`src/rtl/pipeline_hazard_ctrl.sv`:
```
// Hazard and stall sequencer for the 5-stage MIPS pipeline: load-use bubbles,
// beq/j flushes, data-memory freeze with a sticky timeout, and a stall counter.
module pipeline_hazard_ctrl #(
  parameter int REG_ADDR_W  = 5,
  parameter int MEM_TIMEOUT = 15,
  parameter int CNT_W       = 4
) (
  input  logic                  clk,
  input  logic                  rst,
  input  logic [REG_ADDR_W-1:0] id_rs,
  input  logic [REG_ADDR_W-1:0] id_rt,
  input  logic                  id_uses_rt,
  input  logic                  ex_mem_read,
  input  logic [REG_ADDR_W-1:0] ex_rt,
  input  logic                  ex_branch_taken,
  input  logic                  id_jump,
  input  logic                  mem_req,
  input  logic                  mem_ready,
  output logic                  pc_write,
  output logic                  ifid_write,
  output logic                  ifid_flush,
  output logic                  idex_bubble,
  output logic                  exmem_hold,
  output logic                  mem_timeout_err,
  output logic [15:0]           stall_count,
  output logic [1:0]            dbg_state,
  output logic [CNT_W-1:0]      dbg_wait_cnt
);

  typedef enum logic [1:0] {
    RUN      = 2'd0,
    MEM_WAIT = 2'd1,
    ERR      = 2'd2
  } state_t;

  state_t           state, state_nxt;
  logic [CNT_W-1:0] wait_cnt, wait_cnt_nxt;
  logic             err_q;
  logic             freeze;
  logic             load_use;

  // Memory handshake: mem_req marks a valid access in MEM; the access completes
  // in the cycle where mem_req & mem_ready. Until then the back end is frozen.
  assign freeze = mem_req & ~mem_ready;

  assign load_use = ex_mem_read && (ex_rt != '0) &&
                    ((ex_rt == id_rs) || (id_uses_rt && (ex_rt == id_rt)));

  always_comb begin
    state_nxt    = state;
    wait_cnt_nxt = wait_cnt;
    pc_write     = 1'b1;
    ifid_write   = 1'b1;
    ifid_flush   = 1'b0;
    idex_bubble  = 1'b0;
    exmem_hold   = 1'b0;
    if (rst) begin
      pc_write    = 1'b0;
      ifid_write  = 1'b0;
      ifid_flush  = 1'b1;
      idex_bubble = 1'b1;
    end else if (state == ERR) begin
      pc_write    = 1'b0;
      ifid_write  = 1'b0;
      exmem_hold  = 1'b1;
      idex_bubble = 1'b1;
    end else if (freeze) begin
      // Hazards seen during a freeze are dropped; held stages re-present them.
      pc_write   = 1'b0;
      ifid_write = 1'b0;
      exmem_hold = 1'b1;
      if (state == RUN) begin
        state_nxt    = MEM_WAIT;
        wait_cnt_nxt = CNT_W'(1);
      end else if (wait_cnt == CNT_W'(MEM_TIMEOUT - 1)) begin
        state_nxt = ERR;
      end else begin
        wait_cnt_nxt = wait_cnt + CNT_W'(1);
      end
    end else begin
      state_nxt    = RUN;
      wait_cnt_nxt = '0;
      if (ex_branch_taken) begin
        ifid_flush  = 1'b1;
        idex_bubble = 1'b1;
      end else if (id_jump) begin
        ifid_flush = 1'b1;
      end else if (load_use) begin
        pc_write    = 1'b0;
        ifid_write  = 1'b0;
        idex_bubble = 1'b1;
      end
    end
  end

  always_ff @(posedge clk) begin
    if (rst) begin
      state       <= RUN;
      wait_cnt    <= '0;
      err_q       <= 1'b0;
      stall_count <= '0;
    end else begin
      state    <= state_nxt;
      wait_cnt <= wait_cnt_nxt;
      if (state_nxt == ERR) err_q <= 1'b1;
      if (!pc_write && (stall_count != 16'hFFFF)) stall_count <= stall_count + 16'd1;
    end
  end

  assign mem_timeout_err = err_q;
  assign dbg_state       = state;
  assign dbg_wait_cnt    = wait_cnt;

endmodule
```
`config.mk`:
```
export PLATFORM = sky130hd
export DESIGN_NAME = pipeline_hazard_ctrl
export DESIGN_NICKNAME = d
export VERILOG_FILES = /design/src/rtl/pipeline_hazard_ctrl.sv
export SDC_FILE = /design/constraint.sdc
export NUM_CORES = 1
export LEC_CHECK = 0
export ABC_CLOCK_PERIOD_IN_PS = 4100
export CAP_MARGIN = 5
export CORE_AREA = 2 2 75 77
export CTS_CLUSTER_SIZE = 28
export DETAILED_ROUTE_END_ITERATION = 12
export DIE_AREA = 0 0 77 79
export GPL_TIMING_DRIVEN = 0
export PLACE_DENSITY_LB_ADDON = 0.08
export REMOVE_ABC_BUFFERS = 1
export SETUP_SLACK_MARGIN = 0.2
export SYNTH_ARGS = -nofsm -noshare
export SYNTH_HDL_FRONTEND = slang
export SYNTH_SLANG_ARGS = --single-unit
export TNS_END_PERCENT = 20
```
`constraint.sdc`:
```
create_clock -name clk -period 4.1 [get_ports clk]
set_clock_uncertainty 0.15 [all_clocks]
set_input_delay 1.23 -clock clk [delete_from_list [all_inputs] [get_ports clk]]
set_output_delay 1.23 -clock clk [all_outputs]
set_load 0.005 [all_outputs]
```
== Word level (Yosys, flattened, before mapping) ==
Index checks and enable logic that the tools add are counted.

* Register bits: 23
* Input bits: 23
* Output and inout bits: 28
* Logic and storage cells: 53

* Add/subtract/negate cells: 2
* Equal/unequal tests: 7
* Muxes and demuxes: 28
* Bitwise operators: 3
* Reduce and logical (&&, ||, !) cells: 9

{| class="wikitable"
|+ Operators with widths
! kind !! count
|-
| 1-bit two-way mux || 20
|-
| 16-bit by 1-bit adder with 16-bit output, second input constant || 1
|-
| 16-bit != test, second input constant || 1
|-
| 4-bit two-way mux || 3
|-
| 5-bit equality test || 2
|-
| 2-bit two-way mux || 5
|-
| 5-bit nonzero test || 1
|-
| 4-bit by 1-bit adder with 4-bit output, second input constant || 1
|-
| 2-bit equality test, second input constant || 2
|-
| 4-bit equality test, second input constant || 1
|-
| 1-bit logical AND || 4
|-
| 3-bit != test, second input constant || 1
|-
| 2-bit zero test || 1
|-
| 1-bit inverter || 2
|-
| 2-bit AND reduction || 1
|-
| 1-bit bitwise AND || 1
|-
| 1-bit zero test || 1
|-
| 1-bit logical OR || 1
|}

== Longest topological paths before layout ==
Gate-level depths: netlist of the first run.

* Depth in word-level cells: 12
* Depth in mapped cells: 8
* Depth with buffers taken out: 7

== Worst setup path after synthesis of the first run ==
OpenSTA, ideal clock, no wires.

* Path kind: input -> output
* From: input port ex_rt[0]
* To: output port pc_write
* Data arrival time: 2385 ps
* Required time: 2720 ps
* Slack: 335 ps
* Cell stages on the path: 7
* Buffers on the path: 3
* Cells stage by stage: nor3_1 nand2_1 and3_1 a211oi_4 buf_6 buf_4 buf_4

* Longest elaborated chain between the ends: 10

{| class="wikitable"
|+ Ends and longest elaborated chain
! item !! RTL line !! source
|-
| from (decl) || 14 || <nowiki>input logic [REG_ADDR_W-1:0] ex_rt,</nowiki>
|-
| 5-bit equality test || 47 || <nowiki>((ex_rt == id_rs) || (id_uses_rt && (ex_rt == id_rt)));</nowiki>
|-
| 1-bit logical AND || 47 ||
|-
| 1-bit logical OR || 47 ||
|-
| 1-bit logical AND (*) || 46 || <nowiki>assign load_use = ex_mem_read && (ex_rt != '0) &&</nowiki>
|-
| 1-bit two-way mux (*) (6 in series) || - ||
|-
| to (decl) || 19 || <nowiki>output logic pc_write,</nowiki>
|}

Mark *: on every way between the ends. The rest lies on a longest branch, timed or not.

== Worst setup path in the final report of the first run ==
* From: input port id_rt[3]
* To: output port ifid_write

* Longest elaborated chain between the ends: 10

{| class="wikitable"
|+ Ends and longest elaborated chain
! item !! RTL line !! source
|-
| from (decl) || 11 || <nowiki>input logic [REG_ADDR_W-1:0] id_rt,</nowiki>
|-
| 5-bit equality test || 47 ||
|-
| 1-bit logical AND || 47 ||
|-
| 1-bit logical OR || 47 ||
|-
| 1-bit logical AND || 46 ||
|-
| 1-bit two-way mux || 88 || <nowiki>end else if (load_use) begin</nowiki>
|-
| 1-bit two-way mux || 86 || <nowiki>end else if (id_jump) begin</nowiki>
|-
| 1-bit two-way mux || 83 || <nowiki>if (ex_branch_taken) begin</nowiki>
|-
| 1-bit two-way mux || 67 || <nowiki>end else if (freeze) begin</nowiki>
|-
| 1-bit two-way mux || 62 || <nowiki>end else if (state == ERR) begin</nowiki>
|-
| 1-bit two-way mux || 57 || <nowiki>if (rst) begin</nowiki>
|-
| to (decl) || 20 || <nowiki>output logic ifid_write,</nowiki>
|}

No other way between the ends.

==> impl_metrics.ini, run 1 <==
[outcome]
outcome = finished, final reports clean

[die]
initial_cell_density_of_the_core_pct = 25.9
rows = 27
floorplan.core_area_um2 = 5340
die_h_um = 79
dieArea_um2 = 6080
chipWidth_um = 77
ios = 51

[detailed_routing]
totalWireLength_mm = 4.05
ant_nets = 0
total_iterations_of_the_first_detailed_routing_run = 4
drt_via_density = 5.00
wl_cell_um = 13.7
vias = 1479
detail_route.iter0.violations = 68
drc_errors = 0

[logic_synthesis]
netlist-cell-type-count = 34
synth-main-ff-cell = dfxtp_1
ys_ff_latch = 23
synth.avg_cell_area_um2 = 8.10
ys_warn_count = 0
synthDominantCellAreaShare_pct = 33.2
post_synth_edffs = 0
seq_area_frac_synth_pct = 33.2
synth_area_um2 = 1390
synth_cells = 171
synth_top_area_cell = dfxtp_1
postSynth.asyncResetShare_pct = 0
ranking_of_synthesized_cells_by_area = dfxtp_1 (33%), xnor2_1 (6.3%), nor2_1 (5.4%), a21oi_1 (5.1%), mux2_2 (4.1%)

[setup_path]
critPathMaxFanout = 2
crit_type = input port to output port
crit_slowest_cell = a211oi_4
worstRegToRegCells = 6
worst_path_dominant_cell_family = buffers and inverters
crit_path_max_incr_delay_ns = 0.27
worstPathCellList = dlygate4sd2_1 > xnor2_1 > nand4_1 > o22ai_4 > buf_6 > a211oi_4 > buf_4 > clkdlybuf4s15_2
crit_path_start_kind = input port
critical_path.reg2reg.startpoint = stall_count[3]
crit_start = id_rt[3]
path_depth = 8
worst_ep_required_time_ns = 2.72
type_of_destination_of_the_critical_path = output port
path_buf_inv = 4
critPathArrivalTime_ns = 2.60

[grt]
grt_antenna_before_repair = 0
grt_pass1_vias = 1344
grt_start_max_net_pins = 33
grt_util_all_layers_pct = 13.0
grt_first_pass_wirelength_mm = 6.46
grt_remaining_overflow = 0

[layout]
drive_gt1_share_pct = 14.7
ff_latch_area_um2 = 460
antennaDiodeCount = 0
final_core_utilization_pct = 38.1
n_fill_cell = 584
multi_input_area_um2 = 922
fin_nets = 251
flow.area_growth_from_synthesis_pct = 46.9
finish.cell_count_without_fillers = 296

[sta]
final_critical_path_setup_slack_ns = 0.120
post-route-period-util_pct = 97.1
grt_setup_unrepaired = true
maxSlewViolCount = 0
hold_viol = 0
maximum_frequency_from_static_timing_analysis_mhz = 251
finalSetupViolCount = 0
final.setup.tns_ns = 0
tightestPinTransition_ns = 0.765
slew_headroom_pct = 48.9
finalWorstPathRequiredPeriod_ns = 3.98

[worst_hold_path]
holdPathStages = 2
min_from = mem_timeout_err
hp-class = flop to flop

[power_and_ir_drop]
total_power_mw = 0.452
static-leakage-power_nw = 0.723
vdd_drop_max_mv = 0.116
power_per_standard_cell_area_nw_per_um2 = 222

[cts]
cts_num_sinks = 23
cts-htree-levels = 1
clk_root_buffer_cell = clkbuf_8
hold_buffers = 0
tritoncts = done
cts_buffers = 3
worst_setup_hold_path_clk_slew_ns = 0.09
cts-root-to-sink-buffers = 2
clkLatencyLatePin_ns = 0.26

[place]
port_buffers = 50
detailed_place_hpwl_mm = 2.77
gp_routability_congestion = 0.764
place.detailed.instances = 285
pre_cts_slack_ns = -1.27

[run]
drv.max_cap_violation_count = 0
-- what timing repair did --
item                                    in CTS  in global routing
hold endpoints to repair                     0                  0
endpoints found under the setup margin       5                  4
setup buffers                                6                  0
cloned                                       1                  0
gates resized for setup                     38                 15
pin swaps                                   10                  5
-- synth_stat cells, drive strengths merged (2+ instances only) --
cell type / number
o21ai: 7
dfxtp: 23
nor2: 20
nor4b: 2
a21oi: 14
ha: 3
nand2b: 2
nor4: 3
mux2: 5
a41oi: 3
nor2b: 9
nand4: 4
or4: 6
nor3: 3
inv: 3
nand2: 11
nand3: 11
or3: 4
and3: 4
clkbuf: 4
buf: 4
xnor2: 10
o31ai: 7
-- worst register-to-register path: cells and delay by family (launching register included) --
kind	cells	cell delay, ns
DFF	1	0.45
muxes	1	0.30
and+or+nand+nor	5	1.39
-- sequential cells by signal, summed over array words and instances, names as in the netlist --
register / cells
dbg_state: 2
stall_count: 16
mem_timeout_err: 1
dbg_wait_cnt: 4
-- worst paths after layout --
path	slack, ns	endpoint
max	0.12	ifid_write
min	0.33	mem_timeout_err
max reg2reg	1.71	stall_count[10]
min reg2reg	0.33	mem_timeout_err
-- cell type report --
cell class	instances	area share [%]
multi-input cells	138	45.3
repair buffers	56	24.8
flip-flops and latches	23	22.6
well taps	72	4.43
clock buffers	3	2.03
inverters	3	0.554
clock inverters	1	0.246
-- metrics by stage --
stage / area, um2 / hold slack [ns]
after floorplan: 1340 / 0.315
after global placement: 1930 / 0.308
after detailed placement: 1930 / 0.314
after CTS: 2050 / 0.337
after global routing: 2030 / 0.356
final: 2030 / 0.329
-- where the power goes --
part	switching, mW	leakage, nW	total [mW]	internal [mW]
combinational	0.0367	0.512	0.0786	0.0420
clock	0.0758	0.0255	0.144	0.0678
sequential	0.00406	0.186	0.230	0.226
total	0.117	0.723	0.452	0.336
-- layout by cell type, fill, tap and decap left out, drive strengths merged, types with 4 or more instances in the layout --
master         count
clkdlybuf4s50     27
dfxtp             23
nor2              20
a21oi             14
dlygate4sd2       13
nand3             11
nand2             11
xnor2             10
nor2b              9
clkbuf             8
buf                8
o31ai              7
o21ai              7
or4                6
mux2               5
nand4              4
or3                4
and3               4
-- routing by layer --
layer | vias up | part of all wire (%) | GRT usage, %
li1 | 733 | - | -
met1 | 702 | 46 | 17.2
met2 | 42 | 49 | 22.3
met3 | 2 | 5.2 | 2.16
met4 | 0 | 0.42 | 2.68
met5 | - | 0 | 0
-- cells by family (layout without fill, tap and decap cells) --
group	Yosys count	after routing	share of synthesized area [%]
simple gates	83	83	32.1
mux	5	5	4.06
compound gates	35	36	16.8
flops	23	23	33.2
xor+xnor	11	11	6.96
buf+inv	11	63	4.15
fa+ha+maj	3	3	2.71
No activity file was read; power rests on OpenSTA's default activity.
==> run 2: changes to the inputs <==
--- a/config.mk
+++ b/config.mk
@@ -7,13 +7,14 @@
 export LEC_CHECK = 0
 export ABC_CLOCK_PERIOD_IN_PS = 4100
 export CAP_MARGIN = 5
-export CORE_AREA = 2 2 75 77
+export CELL_PAD_IN_SITES_DETAIL_PLACEMENT = 1
+export CELL_PAD_IN_SITES_GLOBAL_PLACEMENT = 2
+export CORE_AREA = 2 2 79 81
 export CTS_CLUSTER_SIZE = 28
 export DETAILED_ROUTE_END_ITERATION = 12
-export DIE_AREA = 0 0 77 79
-export GPL_TIMING_DRIVEN = 0
+export DIE_AREA = 0 0 81 83
+export GPL_TIMING_DRIVEN = 1
 export PLACE_DENSITY_LB_ADDON = 0.08
-export REMOVE_ABC_BUFFERS = 1
 export SETUP_SLACK_MARGIN = 0.2
 export SYNTH_ARGS = -nofsm -noshare
 export SYNTH_HDL_FRONTEND = slang
==> run 2 against run 1 <==
Hold slack better by 0.024 ns. Worst setup slack gained 0.098 ns. Final cell count up 2.0%. Core utilization fell by 2.4 points. Critical endpoint unchanged. Largest cell class unchanged. Highest routed layer unchanged.
==> impl_metrics.ini, run 2 (same netlist as run 1, synthesis figures left out) <==
[outcome]
outcome = finished, final reports clean

[sta]
grt_setup_unrepaired = true
finalWorstPathRequiredPeriod_ns = 3.88
post-route-period-util_pct = 94.7
worst_hold_slack_ns = 0.353
finalSetupViolCount = 0
maximum_frequency_from_static_timing_analysis_mhz = 258
maxSlewViolCount = 0
slew_headroom_pct = 52.2
hold_viol = 0
tightestPinTransition_ns = 0.717

[die]
floorplan.core_area_um2 = 5820
chipWidth_um = 81
ios = 51
dieArea_um2 = 6720
rows = 28
die_h_um = 83
initial_cell_density_of_the_core_pct = 23.8

[power_and_ir_drop]
power_per_standard_cell_area_nw_per_um2 = 222
static-leakage-power_nw = 0.799
vdd_drop_max_mv = 0.125

[detailed_routing]
wl_cell_um = 13.9
ant_nets = 0
totalWireLength_mm = 4.20
drt_via_density = 5.00
drc_errors = 0
vias = 1511
total_iterations_of_the_first_detailed_routing_run = 4
detail_route.iter0.violations = 46

[setup_path]
crit_type = input port to output port
worst_ep_required_time_ns = 2.72
crit_path_max_incr_delay_ns = 0.52
critPathArrivalTime_ns = 2.50
crit_path_start_kind = input port
path_buf_inv = 2
type_of_destination_of_the_critical_path = output port
worstPathCellList = clkdlybuf4s50_1 > nand2b_1 > nand2_1 > a211oi_4 > buf_2
critPathMaxFanout = 3
crit_slowest_cell = clkdlybuf4s50_1
worst_path_dominant_cell_family = buffers and inverters

[layout]
flow.area_growth_from_synthesis_pct = 50.1
top_register = stall_count
final_cell_mix = clkdlybuf4s50_1 (29), dfxtp_1 (23), nor2_1 (20), a21oi_1 (14)
final_common_cell = clkdlybuf4s50_1
fin_area_um2 = 2080
largest_register_ffs = 16
fin_nets = 254
drive_gt1_share_pct = 13.7
antennaDiodeCount = 0
finish.cell_count_without_fillers = 302

[cts]
clk_root_buffer_cell = clkbuf_8
worst_setup_hold_path_clk_slew_ns = 0.09
tritoncts = done
clkLatencyLatePin_ns = 0.27
cts_buffers = 3
cts-htree-levels = 1
cts-root-to-sink-buffers = 2
cts_num_sinks = 23

[grt]
grt_util_all_layers_pct = 12.9
grt_start_max_net_pins = 24
grt_pass1_vias = 1548
grt_remaining_overflow = 0
grt_first_pass_wirelength_mm = 7.07
grt_antenna_before_repair = 0

[worst_hold_path]
hp-class = flop to flop

[place]
gp_routability_congestion = 0.772
port_buffers = 50
place.detailed.instances = 297
post_dp_cell_area_um2 = 2000
detailed_place_hpwl_mm = 3.17

[logic_synthesis]
mappedNetlistNets = 197

[run]
drv.max_cap_violation_count = 0
==> run 2: timing repair <==
action	in CTS	in global routing
pin swaps	1	9
endpoints found under the setup margin	5	4
setup buffers	0	1
resized for setup	14	27
hold buffers	0	0
==> run 2: worst paths after layout <==
path / depth (start not counted) / start / endpoint / slack [ns]
setup / recovery: 5 / mem_ready / ifid_write / 0.22
hold / removal: 2 / mem_timeout_err / mem_timeout_err / 0.35
setup reg to reg: 6 / stall_count[3] / stall_count[10] / 1.66
hold reg to reg: 2 / mem_timeout_err / mem_timeout_err / 0.35
==> run 2: cell type report <==
cell class | count | area [um2]
clock buffer | 3 | 41.3
sequential | 23 | 460
clock inverter | 1 | 7.51
multi-input combinational | 137 | 892
tap | 75 | 93.8
inverter | 3 | 11.3
fill | 712 | 3740
timing repair buffer | 60 | 573
==> run 2: worst reg2reg max path: stages, from the launching register on <==
cell and delay, ns:
dfxtp_1 0.46, and4_1 0.27, nand2_1 0.14, nor2_1 0.20, and3_1 0.66, nor4b_1 0.15, mux2_2 0.30
==> run 2: where the power goes <==
group / internal (mW) / switching (mW) / total [mW]
Clock: 0.0690 / 0.0831 / 0.152
Sequential: 0.226 / 0.00416 / 0.230
Combinational: 0.0438 / 0.0349 / 0.0787
==> run 2: per-stage QoR <==
| stage | worst slack (ns) | TNS [ns] | utilization [%] | power [mW] |
|---|---|---|---|---|
| after floorplan | 0.335 | 0 | - | 0.270 |
| after global placement | -0.419 | -1.25 | 34.4 | 0.317 |
| after detailed placement | -0.434 | -1.23 | 34.4 | 0.318 |
| after CTS | -0.0246 | -0.0468 | 35.1 | 0.473 |
| after global routing | 0.150 | 0 | 35.8 | 0.490 |
| final | 0.218 | 0 | 35.8 | 0.461 |
==> run 2: routing by layer <==
metal	global-route usage [%]	vias up	part of all wire, %
li1	-	736	-
met1	15.8	721	44
met2	21.3	45	48
met3	3.37	9	5.3
met4	4.62	0	2.0
met5	0	-	0
==> run 3: changes to the inputs <==
--- a/config.mk
+++ b/config.mk
@@ -14,7 +14,7 @@
 export DETAILED_ROUTE_END_ITERATION = 12
 export DIE_AREA = 0 0 81 83
 export GPL_TIMING_DRIVEN = 1
-export PLACE_DENSITY_LB_ADDON = 0.08
+export PLACE_DENSITY = 0.87
 export SETUP_SLACK_MARGIN = 0.2
 export SYNTH_ARGS = -nofsm -noshare
 export SYNTH_HDL_FRONTEND = slang
==> run 3 against run 2 <==
First-iteration DRC count grew 98%. Non-clock buffer count grew 2. Power fell by 1.3%. Cell area decreased by 0.42%. Worst setup slack improved by 0.014 ns. Hold slack got worse by 0.0025 ns. Final cell count grew 0.66%. Flip-flop and latch count did not move. Critical path type unchanged. Highest routed layer unchanged.
==> impl_metrics.ini, run 3 (same netlist as run 1, synthesis figures left out) <==
[outcome]
outcome = finished, final reports clean

[detailed_routing]
ant_nets = 0
met2_wirelength_mm = 1.95
drc_errors = 0
detail_route.iter0.violations = 91
route.top_layer_used = met4
route.layer.met1.wl_mm = 1.92
totalWireLength_mm = 4.09
wl_cell_um = 13.4
total_iterations_of_the_first_detailed_routing_run = 4
routed_wl_met3_um = 204
vias = 1482
drt_via_density = 4.88

[layout]
fin_nets = 256
final_core_utilization_pct = 35.6
largest_register_ffs = 16
top_register = stall_count
drive_gt1_share_pct = 15.7
ff_latch_area_um2 = 460
fin_area_um2 = 2070
flow.area_growth_from_synthesis_pct = 49.5
multi_input_area_um2 = 897
n_fill_cell = 737
antennaDiodeCount = 0
finish.cell_count_without_fillers = 304
final_cell_mix = clkdlybuf4s50_1 (26), dfxtp_1 (23), nor2_1 (19), a21oi_1 (14), nand3_1 (11)
final_common_cell = clkdlybuf4s50_1

[logic_synthesis]
mappedNetlistNets = 197

[cts]
hold_buffers = 0
worst_setup_hold_path_clk_slew_ns = 0.08
clkLatencyLatePin_ns = 0.27
cts_buffers = 3
cts-htree-levels = 1
cts-root-to-sink-buffers = 2
cts_num_sinks = 23
clk_root_buffer_cell = clkbuf_8
tritoncts = done

[power_and_ir_drop]
vdd_drop_max_mv = 0.109
power_per_standard_cell_area_nw_per_um2 = 220
total_power_mw = 0.455
static-leakage-power_nw = 0.775

[setup_path]
path_buf_inv = 4
critPathMaxFanout = 2
type_of_destination_of_the_critical_path = output port
worstRegToRegCells = 6
worstPathCellList = dlygate4sd2_1 > xnor2_1 > nand4_1 > o22ai_2 > buf_6 > a211oi_4 > buf_6 > clkdlybuf4s15_1
worst_ep_required_time_ns = 2.72
cpMostUsedCell = buf_6
crit_type = input port to output port
crit_path_max_incr_delay_ns = 0.24
critPathArrivalTime_ns = 2.49
path_depth = 8
crit_slowest_cell = dlygate4sd2_1
worst_path_dominant_cell_family = buffers and inverters
crit_path_start_kind = input port

[place]
post_dp_cell_area_um2 = 1990
port_buffers = 50
place.detailed.instances = 296
pre_cts_slack_ns = -0.429
gp_routability_congestion = 0.774
detailed_place_hpwl_mm = 3.00

[sta]
grt_setup_unrepaired = true
finalWorstPathRequiredPeriod_ns = 3.87
tightestPinTransition_ns = 0.736
final_critical_path_setup_slack_ns = 0.232
maxSlewViolCount = 0
slew_headroom_pct = 51.0
maximum_frequency_from_static_timing_analysis_mhz = 259
hold_viol = 0
post-route-period-util_pct = 94.3
finalSetupViolCount = 0

[grt]
grt_first_pass_wirelength_mm = 6.91
grt_start_max_net_pins = 24
grt_antenna_before_repair = 0
grt_util_all_layers_pct = 12.6
grt_pass1_vias = 1556
grt_remaining_overflow = 0

[die]
ios = 51
dieArea_um2 = 6720
die_h_um = 83
rows = 28
chipWidth_um = 81
initial_cell_density_of_the_core_pct = 23.8
floorplan.core_area_um2 = 5820

[worst_hold_path]
holdPathStages = 2
hp-class = flop to flop

[run]
drv.max_cap_violation_count = 0
==> run 3: changes by cell type in the layout (fill, tap and decap cells not counted), sizes merged <==
cell,change
buf,+2
clkdlybuf4s50,-3
clkbuf,+3
dlygate4sd2,+5
clkinvlp,-1
dlymetal6s2s,-5
clkdlybuf4s15,+1
==> run 3: area by class of cell <==
| class | count | share of cell area [%] |
|---|---|---|
| Sequential cell | 23 | 22.2 |
| Inverter | 3 | 0.544 |
| Clock buffer | 4 | 2.18 |
| Multi-Input combinational cell | 137 | 43.3 |
| Tap cell | 75 | 4.53 |
| Timing Repair Buffer | 62 | 27.2 |
==> run 3: layer usage <==
layer / track usage, % / up-vias
li1: - / 736
met1: 16.4 / 702
met2: 21.2 / 41
met3: 3.04 / 3
met4: 1.85 / 0
met5: 0 / -
==> run 3: power by group <==
| part | internal (mW) | switching [mW] |
|---|---|---|
| Clock | 0.0695 | 0.0759 |
| Combinational | 0.0445 | 0.0347 |
| Sequential | 0.226 | 0.00451 |
==> run 3: worst paths after layout <==
path / startpoint / end / slack [ns]
hold / removal: mem_timeout_err / mem_timeout_err / 0.35
setup reg to reg: stall_count[3] / stall_count[10] / 1.62
hold reg to reg: mem_timeout_err / mem_timeout_err / 0.35
setup / recovery: id_rt[1] / pc_write / 0.23
==> run 3: repair_timing <==
action	CTS	global route
setup buffers	4	0
gates cloned	0	0
pin swaps	10	10
endpoints found under the setup margin	5	4
resized for setup	25	26
hold endpoints to repair	0	0
==> run 3: worst min-delay path: cells and delay by family, from the launching register on <==
kind          cells  cell delay, ns
flops             1            0.32
simple gates      2            0.14
==> run 3: stage by stage <==
| step | TNS, ns | hold WS (ns) |
|---|---|---|
| after floorplan | 0 | 0.315 |
| after global placement | -1.15 | 0.310 |
| after detailed placement | -1.23 | 0.346 |
| after CTS | 0 | 0.360 |
| after global routing | 0 | 0.398 |
| final | 0 | 0.350 |
